### src/rtl/alu_pkg.sv
// Shared opcodes, FSM encoding and flag bundle for the pipelined ALU.
package alu_pkg;

    localparam logic [3:0] ALU_ADD  = 4'b0000;
    localparam logic [3:0] ALU_SUB  = 4'b0001;
    localparam logic [3:0] ALU_XOR  = 4'b0010;
    localparam logic [3:0] ALU_SLT  = 4'b0011;
    localparam logic [3:0] ALU_AND  = 4'b0100;
    localparam logic [3:0] ALU_NAND = 4'b0101;
    localparam logic [3:0] ALU_NOR  = 4'b0110;
    localparam logic [3:0] ALU_OR   = 4'b0111;
    localparam logic [3:0] ALU_SLL  = 4'b1000;
    localparam logic [3:0] ALU_SRL  = 4'b1001;
    localparam logic [3:0] ALU_SRA  = 4'b1010;
    localparam logic [3:0] ALU_MUL  = 4'b1011;

    typedef enum logic [1:0] {
        IDLE,
        MUL_BUSY,
        MUL_DONE
    } state_e;

    typedef struct packed {
        logic carry;
        logic overflow;
        logic zero;
    } flags_t;

endpackage

### src/rtl/alu_comb.sv
// Combinational core for every single-cycle opcode and its carry/overflow.
module alu_comb
    import alu_pkg::*;
#(
    parameter int WIDTH = 32
) (
    input  logic [WIDTH-1:0] a,
    input  logic [WIDTH-1:0] b,
    input  logic [3:0]       command,
    output logic [WIDTH-1:0] result,
    output logic             carryout,
    output logic             overflow
);

    localparam int SHW = $clog2(WIDTH);

    logic [WIDTH:0]   add_s;
    logic [WIDTH:0]   sub_s;
    logic             add_ov;
    logic             sub_ov;
    logic [SHW-1:0]   sh;

    assign sh     = b[SHW-1:0];
    assign add_s  = {1'b0, a} + {1'b0, b};
    assign sub_s  = {1'b0, a} + {1'b0, ~b} + (WIDTH+1)'(1);
    assign add_ov = (a[WIDTH-1] == b[WIDTH-1]) &&
                    (add_s[WIDTH-1] != a[WIDTH-1]);
    assign sub_ov = (a[WIDTH-1] != b[WIDTH-1]) &&
                    (sub_s[WIDTH-1] != a[WIDTH-1]);

    always_comb begin
        result   = '0;
        carryout = 1'b0;
        overflow = 1'b0;
        case (command)
            ALU_ADD: begin
                result   = add_s[WIDTH-1:0];
                carryout = add_s[WIDTH];
                overflow = add_ov;
            end
            ALU_SUB: begin
                result   = sub_s[WIDTH-1:0];
                carryout = sub_s[WIDTH];
                overflow = sub_ov;
            end
            ALU_XOR:  result = a ^ b;
            ALU_SLT:  result = {{(WIDTH-1){1'b0}}, sub_s[WIDTH-1] ^ sub_ov};
            ALU_AND:  result = a & b;
            ALU_NAND: result = ~(a & b);
            ALU_NOR:  result = ~(a | b);
            ALU_OR:   result = a | b;
            ALU_SLL:  result = a << sh;
            ALU_SRL:  result = a >> sh;
            ALU_SRA:  result = $signed(a) >>> sh;
            // MUL is produced by the sequential datapath; reserved codes give 0
            default:  result = '0;
        endcase
    end

endmodule

### src/rtl/alu_pipe.sv
// Registered ALU with valid/ready handshakes and a shift-add multiplier.
module alu_pipe
    import alu_pkg::*;
#(
    parameter int WIDTH = 32
) (
    input  logic             clk,
    input  logic             rst_n,
    input  logic             in_valid,
    output logic             in_ready,
    input  logic [WIDTH-1:0] a,
    input  logic [WIDTH-1:0] b,
    input  logic [3:0]       command,
    output logic             out_valid,
    input  logic             out_ready,
    output logic [WIDTH-1:0] result,
    output logic             carryout,
    output logic             overflow,
    output logic             zero
);

    localparam int SHW = $clog2(WIDTH);
    localparam logic [SHW-1:0] LAST = SHW'(WIDTH - 1);

    state_e             state_q, state_d;
    logic [SHW-1:0]     cnt_q, cnt_d;
    logic [2*WIDTH-1:0] mcand_q, mcand_d;
    logic [2*WIDTH-1:0] acc_q, acc_d;
    logic [WIDTH-1:0]   mplier_q, mplier_d;
    logic [WIDTH-1:0]   result_q, result_d;
    flags_t             flags_q, flags_d;
    logic               out_valid_q, out_valid_d;

    logic [WIDTH-1:0]   core_res;
    logic               core_c;
    logic               core_o;
    logic               accept;
    logic               is_mul;
    logic               load_mul;

    alu_comb #(.WIDTH(WIDTH)) u_core (
        .a        (a),
        .b        (b),
        .command  (command),
        .result   (core_res),
        .carryout (core_c),
        .overflow (core_o)
    );

    assign in_ready = (state_q == IDLE) && (!out_valid_q || out_ready);
    assign accept   = in_valid && in_ready;
    assign is_mul   = (command == ALU_MUL);
    // The product may only land once the output slot is free or draining
    assign load_mul = (state_q == MUL_DONE) && (!out_valid_q || out_ready);

    always_comb begin
        state_d     = state_q;
        cnt_d       = cnt_q;
        mcand_d     = mcand_q;
        mplier_d    = mplier_q;
        acc_d       = acc_q;
        result_d    = result_q;
        flags_d     = flags_q;
        out_valid_d = out_valid_q;

        case (state_q)
            IDLE: begin
                if (accept && is_mul) begin
                    mcand_d  = {{WIDTH{1'b0}}, a};
                    mplier_d = b;
                    acc_d    = '0;
                    cnt_d    = '0;
                    state_d  = MUL_BUSY;
                end
            end
            MUL_BUSY: begin
                if (mplier_q[0]) begin
                    acc_d = acc_q + mcand_q;
                end
                mcand_d  = mcand_q << 1;
                mplier_d = mplier_q >> 1;
                cnt_d    = cnt_q + SHW'(1);
                if (cnt_q == LAST) begin
                    state_d = MUL_DONE;
                end
            end
            MUL_DONE: begin
                if (load_mul) begin
                    state_d = IDLE;
                end
            end
            default: state_d = IDLE;
        endcase

        if (out_valid_q && out_ready) begin
            out_valid_d = 1'b0;
        end

        if (accept && !is_mul) begin
            result_d         = core_res;
            flags_d.carry    = core_c;
            flags_d.overflow = core_o;
            flags_d.zero     = (core_res == '0);
            out_valid_d      = 1'b1;
        end else if (load_mul) begin
            result_d         = acc_q[WIDTH-1:0];
            flags_d.carry    = 1'b0;
            flags_d.overflow = |acc_q[2*WIDTH-1:WIDTH];
            flags_d.zero     = (acc_q[WIDTH-1:0] == '0);
            out_valid_d      = 1'b1;
        end
    end

    always_ff @(posedge clk or negedge rst_n) begin
        if (!rst_n) begin
            state_q     <= IDLE;
            cnt_q       <= '0;
            mcand_q     <= '0;
            mplier_q    <= '0;
            acc_q       <= '0;
            result_q    <= '0;
            flags_q     <= '0;
            out_valid_q <= 1'b0;
        end else begin
            state_q     <= state_d;
            cnt_q       <= cnt_d;
            mcand_q     <= mcand_d;
            mplier_q    <= mplier_d;
            acc_q       <= acc_d;
            result_q    <= result_d;
            flags_q     <= flags_d;
            out_valid_q <= out_valid_d;
        end
    end

    assign out_valid = out_valid_q;
    assign result    = result_q;
    assign carryout  = flags_q.carry;
    assign overflow  = flags_q.overflow;
    assign zero      = flags_q.zero;

endmodule

### config.mk
export PLATFORM = sky130hd
export DESIGN_NAME = alu_pipe
export DESIGN_NICKNAME = d
export VERILOG_FILES = /design/src/rtl/alu_pkg.sv /design/src/rtl/alu_comb.sv /design/src/rtl/alu_pipe.sv
export SDC_FILE = /design/constraint.sdc
export NUM_CORES = 1
export LEC_CHECK = 0
export CORE_MARGIN = 10
export CORE_UTILIZATION = 40
export DETAILED_ROUTE_END_ITERATION = 12
export SLEW_MARGIN = 20
export SYNTH_ARGS = -nofsm -noshare
export SYNTH_HDL_FRONTEND = slang
export SYNTH_HIERARCHICAL = 1
export SYNTH_SLANG_ARGS = --single-unit
### constraint.sdc
create_clock -name clk -period 3.4 [get_ports clk]
set_clock_uncertainty 0.2 [all_clocks]
set_input_delay 0.68 -clock clk [delete_from_list [all_inputs] [get_ports clk]]
set_output_delay 0.68 -clock clk [all_outputs]
set_load 0.05 [all_outputs]
Word-level counts from Yosys, hierarchy flattened:

Cells that the tools add are included.

* $add $sub $neg: 5
* $mul: 0
* divide/modulo/power cells: 0
* $lt $le $gt $ge: 0
* equality and inequality tests: 22
* shift operators: 3
* multiplexer cells: 23
* bitwise operators: 7
* reductions and logical operators: 22

Operators with widths (count)
* 32-bit one-hot mux with 11 select lines: 1
* 64-bit one-hot mux with 2 select lines: 2
* 64-bit 2-to-1 mux: 3
* 32-bit 2-to-1 mux: 3
* 32-bit inverter: 3
* 32-bit by 32-bit adder with 33-bit output: 2
* 64-bit adder: 1
* 32-bit zero test: 2
* 32-bit one-hot mux with 2 select lines: 1
* 33-bit by 1-bit adder with 33-bit output, second input constant: 1
* 32-bit bitwise AND: 1
* 32-bit bitwise OR: 1
* 32-bit OR reduction: 1
* 32-bit by 5-bit left shift with 32-bit output: 1
* 32-bit by 5-bit right shift with 32-bit output: 1
* 32-bit by 5-bit >>> shifter with 32-bit output: 1
* 32-bit XOR: 1
* 4-bit by 3-bit == test with 1-bit output, second input constant: 4
* 4-bit == test, second input constant: 4
* 5-bit one-hot mux with 2 select lines: 1
* 4-bit by 2-bit == test with 1-bit output, second input constant: 2
* 1-bit logical AND: 8
* 2-bit 2-to-1 mux: 3
* 3-bit 2-to-1 mux: 2
* other kinds (22): 32

* register bits after elaboration: 203
* bits in latches: 0
* RAM bits: 0
* memory bits (read-only): 0
* bits of input ports: 72
* output and inout port bits: 37
* memories: 0

Longest topological paths before layout:

Gate-level depths: netlist (run 1).

* depth after elaboration: 9
* depth in mapped cells: 25

Cells and area by module:

Netlist (run 1), hierarchy kept.

Modules (own cells, without submodules)
* alu_pipe: instances 1, cells each 1405, area an instance 12001.5 um^2, seq. area each 5079.9 um^2
* alu_comb: instances 1, cells each 1373, area an instance 9173.8 um^2, seq. area each 0.0 um^2

Least setup slack after synthesis (run 1):

No wires, ideal clock.

* path kind: in2reg
* start: in b[2]
* end: reg flags_q (netlist bit zero)
* arrival: 5.853 ns
* slack: -2.736 ns
* stages: 25
* path buffers: 4
* cells stage by stage: clkinv_1 buf_1 clkbuf_1 buf_1 ha_1 buf_2 nor3_1 o21ai_0 a21o_1 a31oi_1 o22ai_1 o31a_1 o41a_1 o31ai_1 fa_1 a221oi_1 o211ai_1 a21oi_1 o21ai_0 a221o_1 nor4_1 nand4_1 nor2_1 a22oi_1 o21ai_0

RTL lines
* from (decl): RTL line alu_pipe.sv:12 `input logic [WIDTH-1:0] b,`
* 32-bit inverter: RTL line alu_comb.sv:25 `assign sub_s = {1'b0, a} + {1'b0, ~b} + (WIDTH+1)'(1);`
* 32-bit by 32-bit adder with 33-bit output: RTL line alu_comb.sv:25
* 33-bit by 1-bit adder with 33-bit output: RTL line alu_comb.sv:25
* 32-bit one-hot mux with 11 select lines (*): RTL line alu_comb.sv:35 `case (command)`
* via core_res[31]: RTL line alu_pipe.sv:34 `logic [WIDTH-1:0] core_res;`
* 32-bit zero test (*): RTL line alu_pipe.sv:103 `flags_d.zero = (core_res == '0);`
* 3-bit 2-to-1 mux (*): RTL line alu_pipe.sv:99 `if (accept && !is_mul) begin`
* to (signal assigned): RTL line alu_pipe.sv:131 `flags_q <= flags_d;`
* to (decl): RTL line alu_pipe.sv:31 `flags_t flags_q, flags_d;`

Mark *: on every way through the listed nets, which the timed path passes. The rest lies on a longest branch.
A chain may end at the register's enable or synchronous reset.

Final worst setup path (run 1):

* start: in a[12]
* end: reg flags_q (netlist bit zero)

RTL lines
* from (decl): RTL line alu_pipe.sv:11 `input logic [WIDTH-1:0] a,`
* 32-bit by 32-bit adder with 33-bit output: RTL line alu_comb.sv:25
* 33-bit by 1-bit adder with 33-bit output: RTL line alu_comb.sv:25
* 32-bit one-hot mux with 11 select lines (*): RTL line alu_comb.sv:35
* via core_res[31]: RTL line alu_pipe.sv:34
* 32-bit zero test (*): RTL line alu_pipe.sv:103
* 3-bit 2-to-1 mux (*): RTL line alu_pipe.sv:99

Marks and branches as above.

==> impl_metrics.yaml, run 1 <==
grt:
  antenna_found_initial: 1
  grt_use_total: 0.310
  grt-ovfl-total: 0
  grt_pass1_wl_mm: 154
  grt_pass1_vias: 24900
  grt_max_degree: 72
critical_path:
  crit_chain: "buf_8, inv_6, ha_4, nor4_4, nand3_1, a21o_1, a31oi_4, o22ai_4, o31a_1, o41a_1, o31ai_4, fa_1, a221oi_2, o211ai_1, a21oi_1, o21ai_1, a221o_2, nor4_2, nand4_1, nor2_1, a22oi_1, o21ai_1"
  crit_type: "in2reg"
  cpMostUsedCell: "o21ai_1"
  crit_slowest_cell: "fa_1"
  worstPathRequired_ps: 3680
  startpoint_type: "primary input"
  rrSetupSlack_ps: 0
  worstReg2RegEnd: "acc_q[58]"
  cp-end-kind: "register"
  crit_fanout: 2
  slowest_delay_ps: 490
  r2r-start: "mcand_q[0]"
  ff2ff_path_depth: 14
  cp.arrival_ps: 5230
logic_synthesis:
  synthTopCellsByCount: "nor2_1, nand2_1, o21ai_0"
  syn_nets: 3023
  synth_edf_count: 0
  synthTopCellsByArea: "dfrtp_1, ha_1, nor2_1"
  ys_ff_latch: 203
  ys.flop_type: "dfrtp_1"
  synth_top_area_share: 0.240
  ys_async_sr_fraction: 1.00
  synth_area_leader_cell: "dfrtp_1"
  synthCells: 2778
  yosysUniqueCellTypes: 92
  yosys_warnings: 6
  syn_area_um2: 21200
  syn_avg_cell_area_um2: 7.62
  ys_seq_area_frac: 0.240
  yosysMostFrequentCell: "nor2_1"
clocking:
  tritoncts: "yes"
  numClockSinks: 203
  clk_latency_ps: 590
  clock-root-buffer: "clkbuf_16"
  cts_buffers: 26
  cts_buffer_depth: 3
  path_clk_slew_ps: 60
  htreeDepth: 1
route:
  drc_errors: 0
  wl_mm: 104
  ant_nets: 0
  viasPerCell: 5.99
  dr.pass1.iters: 6
  drt_iter0_markers: 2481
  avgRoutedWirePerCell_um: 24.2
  routed-via-count: 25600
worst_hold_path:
  holdPathEnd: "result[8]"
  hold_depth: 2
  hold_path.class: "reg2reg"
  worstHoldStart: "result[8]"
layout:
  drive_above_1_share: 0.357
  seqCellArea_um2: 5080
  fill_cells: 4745
  stdcell_count: 4279
  multi_input_area_um2: 16600
  design_area_um2: 32000
  area_delta_synth_final_pct: 51.1
  fin_nets: 3817
status:
  violations: "negative setup slack"
  status: "finished with violations"
power:
  intPower_w: 0.0117
  p_per_area_nw_per_um2: 687
  p_comb_frac: 0.670
  total_power_w: 0.0220
  vdd_drop_max_mv: 0.633
  pwr-share-seq: 0.197
  clockPowerShare: 0.133
  netSwitchingFraction: 0.466
  power_switching_w: 0.0102
  leakage_nw: 14.4
timing:
  fin_crit_sh: 1.46
  rsz0062_at_grt: "yes"
  worst_slack_ps: -1550
  max_slew_margin: 0.427
  tightestPinTransition_ps: 860
  max_freq_ghz: 0.202
  slew_violations: 0
  holdWs_ps: 272
  finalHoldViolCount: 0
  tns_ps: -8010
  period_needed_ps: 4950
  setup_viol: 21
floorplan:
  core_area_um2: 52400
  die_x_um: 250
  fp.dieH_um: 250
  rows: 84
  io_pins: 109
  dieArea_um2: 62500
  initial_utilization: 0.404
run:
  timing.max_cap.violations: 0
place:
  gp_congestion: 1.01
  dpl.cell_count: 4144
  io_buffers: 108
  place_area_um2: 28300
  hpwlAfterDp_mm: 79.0
## worst max-delay path: cells and delay by family
| family | cells | cell delay (ps) |
|---|---|---|
| AOI/OAI and AO/OA | 13 | 2820 |
| and+or+nand+nor | 5 | 860 |
| adders and majority gates | 2 | 690 |
| buffers and inverters | 2 | 150 |
## final cells by class
cell class,instances,area share
Sequential cell,203,0.159
Timing Repair Buffer,956,0.251
Clock buffer,37,0.0235
Inverter,117,0.0156
Antenna cell,1,0.0000782
Clock inverter,9,0.00434
Tap cell,688,0.0269
Multi-Input combinational cell,2268,0.520
## sequential cells by signal, summed over array words and instances (netlist names)
register   cells
mplier_q      32
state_q        2
mcand_q       64
out_valid      1
zero           1
carryout       1
result        32
overflow       1
acc_q         64
cnt_q          5
## per-stage QoR
| step | util | setup slack [ps] |
|---|---|---|
| finish | 0.610 | -1550 |
| global route | 0.610 | -1670 |
| CTS | 0.586 | -1530 |
| detailed placement | 0.540 | -2880 |
| floorplan | - | -1740 |
| global placement | 0.540 | -2740 |
## kinds of logic (layout without fill, tap and decap cells)
kind of cell | after synthesis | after routing | share of synthesized area
other cells | 0 | 1 | 0
simple gates | 953 | 953 | 0.200
compound gates | 936 | 936 | 0.289
mux | 117 | 117 | 0.0732
buf+inv | 307 | 1119 | 0.0567
fa+ha+maj | 173 | 173 | 0.104
xor+xnor | 89 | 89 | 0.0368
flops | 203 | 203 | 0.240
## layout by cell type, fill, tap and decap left out, drive strengths merged, types with 76 or more instances in the layout
| master | count |
|---|---|
| mux2i | 76 |
| nor2 | 339 |
| nand2 | 320 |
| dfrtp | 203 |
| ha | 169 |
| a21oi | 219 |
| inv | 113 |
| o22ai | 93 |
| o21ai | 240 |
| buf | 867 |
## power groups by stage
stage	clock, W	combinational (W)	sequential, W
floorplan	0	0.00759	0.00454
global placement	0	0.0131	0.00429
detailed placement	0	0.0133	0.00431
CTS	0.00299	0.0138	0.00429
global route	0.00308	0.0158	0.00444
finish	0.00293	0.0147	0.00433
## what timing repair did
action | in CTS | in global routing
hold buffers | 1 | 0
endpoints found under the setup margin | 38 | 48
cloned | 2 | 4
gates resized for setup | 362 | 216
hold endpoints to repair | 40 | 0
pin swaps | 98 | 124
buffers inserted | 41 | 60
## worst max path at each step
stage	startpoint	endpoint	slack, ps	depth (start not counted)
floorplan	b[2]	zero	-1740	25
global placement	a[11]	zero	-2740	22
detailed placement	a[11]	zero	-2880	22
CTS	b[12]	zero	-1530	22
global route	a[12]	zero	-1670	22
finish	a[12]	zero	-1550	22
## per-layer routing
layer,vias up,track usage,part of all wire
met3,160,0.0471,0.077
met2,1104,0.495,0.45
li1,11800,-,-
met1,12600,0.425,0.44
met5,-,0,0
met4,0,0.0929,0.033
Power figures use the tool's default switching activity.
==> inputs of run 2 (changes only) <==
Settings changed: MAX_ROUTING_LAYER from default to met4, SYNTH_HIERARCHICAL 1 to default.
==> run 2 against run 1 <==
Effect of this change:
- the run still ends with negative setup slack left
- hold slack improved by 2.4 ps
- register-to-register slack got worse by 620 ps
- via count increased by 6.9%
- clock-buffer cell count grew 1
- design area grew 6.4%
- fmax decreased by 12%
- largest power group unchanged
==> impl_metrics.yaml, run 2 <==
floorplan:
  dieArea_um2: 65100
  io_pins: 109
  rows: 86
  core_area_um2: 54900
  die_x_um: 255
  initial_utilization: 0.403
  fp.dieH_um: 255
timing:
  rsz0062_at_grt: "yes"
  worst_slack_ps: -2240
  max_freq_ghz: 0.177
  max_slew_margin: 0.245
  period_needed_ps: 5640
  setup_viol: 38
  finalHoldViolCount: 0
  slew_violations: 0
  tightestPinTransition_ps: 1130
  fin_crit_sh: 1.66
critical_path:
  cp-end-kind: "register"
  worstPathRequired_ps: 3650
  crit_slowest_cell: "a211oi_4"
  slowest_delay_ps: 320
  crit_type: "in2reg"
  startpoint_type: "primary input"
  cpMostUsedCell: "buf_4"
  cp.arrival_ps: 5900
  crit_fanout: 7
power:
  leakage_nw: 16.1
  total_power_w: 0.0190
  p_per_area_nw_per_um2: 558
  vdd_drop_max_mv: 0.864
layout:
  drive_above_1_share: 0.380
  area_delta_synth_final_pct: 54.0
  final_common_cell: "buf_4"
  final_cell_mix: "buf_4, nand2_1, nor2_1, a21oi_1, dfrtp_1"
  fin_nets: 4013
  stdcell_count: 4495
  reg_top3: "acc_q (64), mcand_q (64)"
route:
  viasPerCell: 6.10
  routed-via-count: 27400
  drt_iter0_markers: 2547
  avgRoutedWirePerCell_um: 26.0
  ant_nets: 0
  dr.pass1.iters: 6
  drc_errors: 0
  wl_mm: 117
logic_synthesis:
  synthCells: 2860
  synthTopCellsByCount: "nand2_1, a21oi_1, nor2_1"
  yosys_warnings: 0
  ys_ff_latch: 203
  synth_top_area_share: 0.230
  ys_seq_area_frac: 0.230
  ys_async_sr_fraction: 1.00
  synth_area_leader_cell: "dfrtp_1"
  yosysMostFrequentCell: "nand2_1"
  syn_avg_cell_area_um2: 7.73
  synthTopCellsByArea: "dfrtp_1, ha_1, nand2_1"
  synth_edf_count: 0
  ys.flop_type: "dfrtp_1"
  syn_nets: 3105
  syn_area_um2: 22100
  yosysUniqueCellTypes: 90
status:
  status: "finished with violations"
  violations: "negative setup slack"
grt:
  antenna_found_initial: 2
  grt_pass1_wl_mm: 173
  grt-ovfl-total: 0
  grt_max_degree: 135
  grt_pass1_vias: 26900
  grt_use_total: 0.360
place:
  dpl.cell_count: 4314
  hpwlAfterDp_mm: 88.7
  gp_congestion: 1.05
  io_buffers: 108
clocking:
  numClockSinks: 203
  path_clk_slew_ps: 60
  cts_buffers: 27
  clk_latency_ps: 580
  tritoncts: "yes"
  htreeDepth: 1
  cts_buffer_depth: 3
  clock-root-buffer: "clkbuf_16"
run:
  timing.max_cap.violations: 0
worst_hold_path:
  hold_path.class: "reg2reg"
==> run 2: cell count changes after synthesis, sizes merged, moves of 13 or more <==
cell,before,now
nor2,339,231
nand2,320,390
o22ai,93,28
nand3,64,105
clkbuf,127,156
a21oi,219,244
mux4,29,52
a31oi,23,45
mux2i,76,55
a221oi,30,12
buf,63,49
a22oi,51,38
o211ai,17,30
==> run 2: final timing paths <==
| path | start | end | cells after the start | slack, ps |
|---|---|---|---|---|
| max | a[4] | zero | 36 | -2240 |
| min | mplier_q[27] | mplier_q[26] | 2 | 270 |
| max reg2reg | mcand_q[0] | acc_q[48] | 15 | -620 |
| min reg2reg | mplier_q[27] | mplier_q[26] | 2 | 270 |
| max in group asynchronous | rst_n | mplier_q[8] | 3 | 1790 |
| min in group asynchronous | rst_n | mcand_q[38] | 2 | 430 |
==> run 2: kinds of logic after synthesis <==
group,synth area share
AND/OR/NAND/NOR,0.206
AO/OA/AOI/OAI,0.275
buffers and inverters,0.0585
flip-flops,0.230
adder cells (fa/ha/maj),0.0993
multiplexers,0.0906
XOR/XNOR,0.0412
==> run 2: layout make-up <==
cell class | count | area (um^2)
Antenna cell | 2 | 5.00
Clock buffer | 38 | 797
Clock inverter | 12 | 134
Fill cell | 4910 | 20800
Inverter | 119 | 462
Multi-Input combinational cell | 2333 | 17700
Sequential cell | 203 | 5080
Tap cell | 704 | 881
Timing Repair Buffer | 1084 | 9040
==> run 2: timing repair <==
item,CTS,global route
setup endpoints to repair,69,57
buffers inserted,97,47
hold endpoints to repair,54,0
cloned,6,3
pin swaps,118,117
hold buffers,1,0
resized for setup,373,214
==> run 2: metrics by stage <==
stage / TNS (ps) / area (um^2) / worst slack [ps] / util / hold WS, ps
2_1_floorplan: -9510 / 22400 / -2430 / - / 184
3_3_place_gp: -61780 / 30000 / -3440 / 0.547 / 262
3_5_place_dp: -63690 / 30000 / -3450 / 0.547 / 273
4_1_cts: -16950 / 33100 / -2300 / 0.603 / 284
5_1_grt: -22440 / 34100 / -2380 / 0.621 / 307
6_report: -16870 / 34100 / -2240 / 0.621 / 274
==> run 2: critical path: cells and delay by family <==
family                     cells  cell delay, ps
buffers and inverters         24            3110
AOI/OAI and AO/OA              6            1080
and+or+nand+nor                5             750
adders and majority gates      1             270
==> run 2: where the power goes <==
group          leakage, nW  switching, W  internal, W
sequential            2.65      0.000833      0.00340
clock                0.456       0.00120      0.00179
combinational         13.0       0.00667      0.00513
==> run 2: routing by layer <==
layer	wire length, um	GRT usage	vias up
met5	0	-	-
met4	7360	0.186	0
met3	9560	0.0510	292
met2	50900	0.540	1367
met1	49200	0.468	13400
li1	-	-	12300
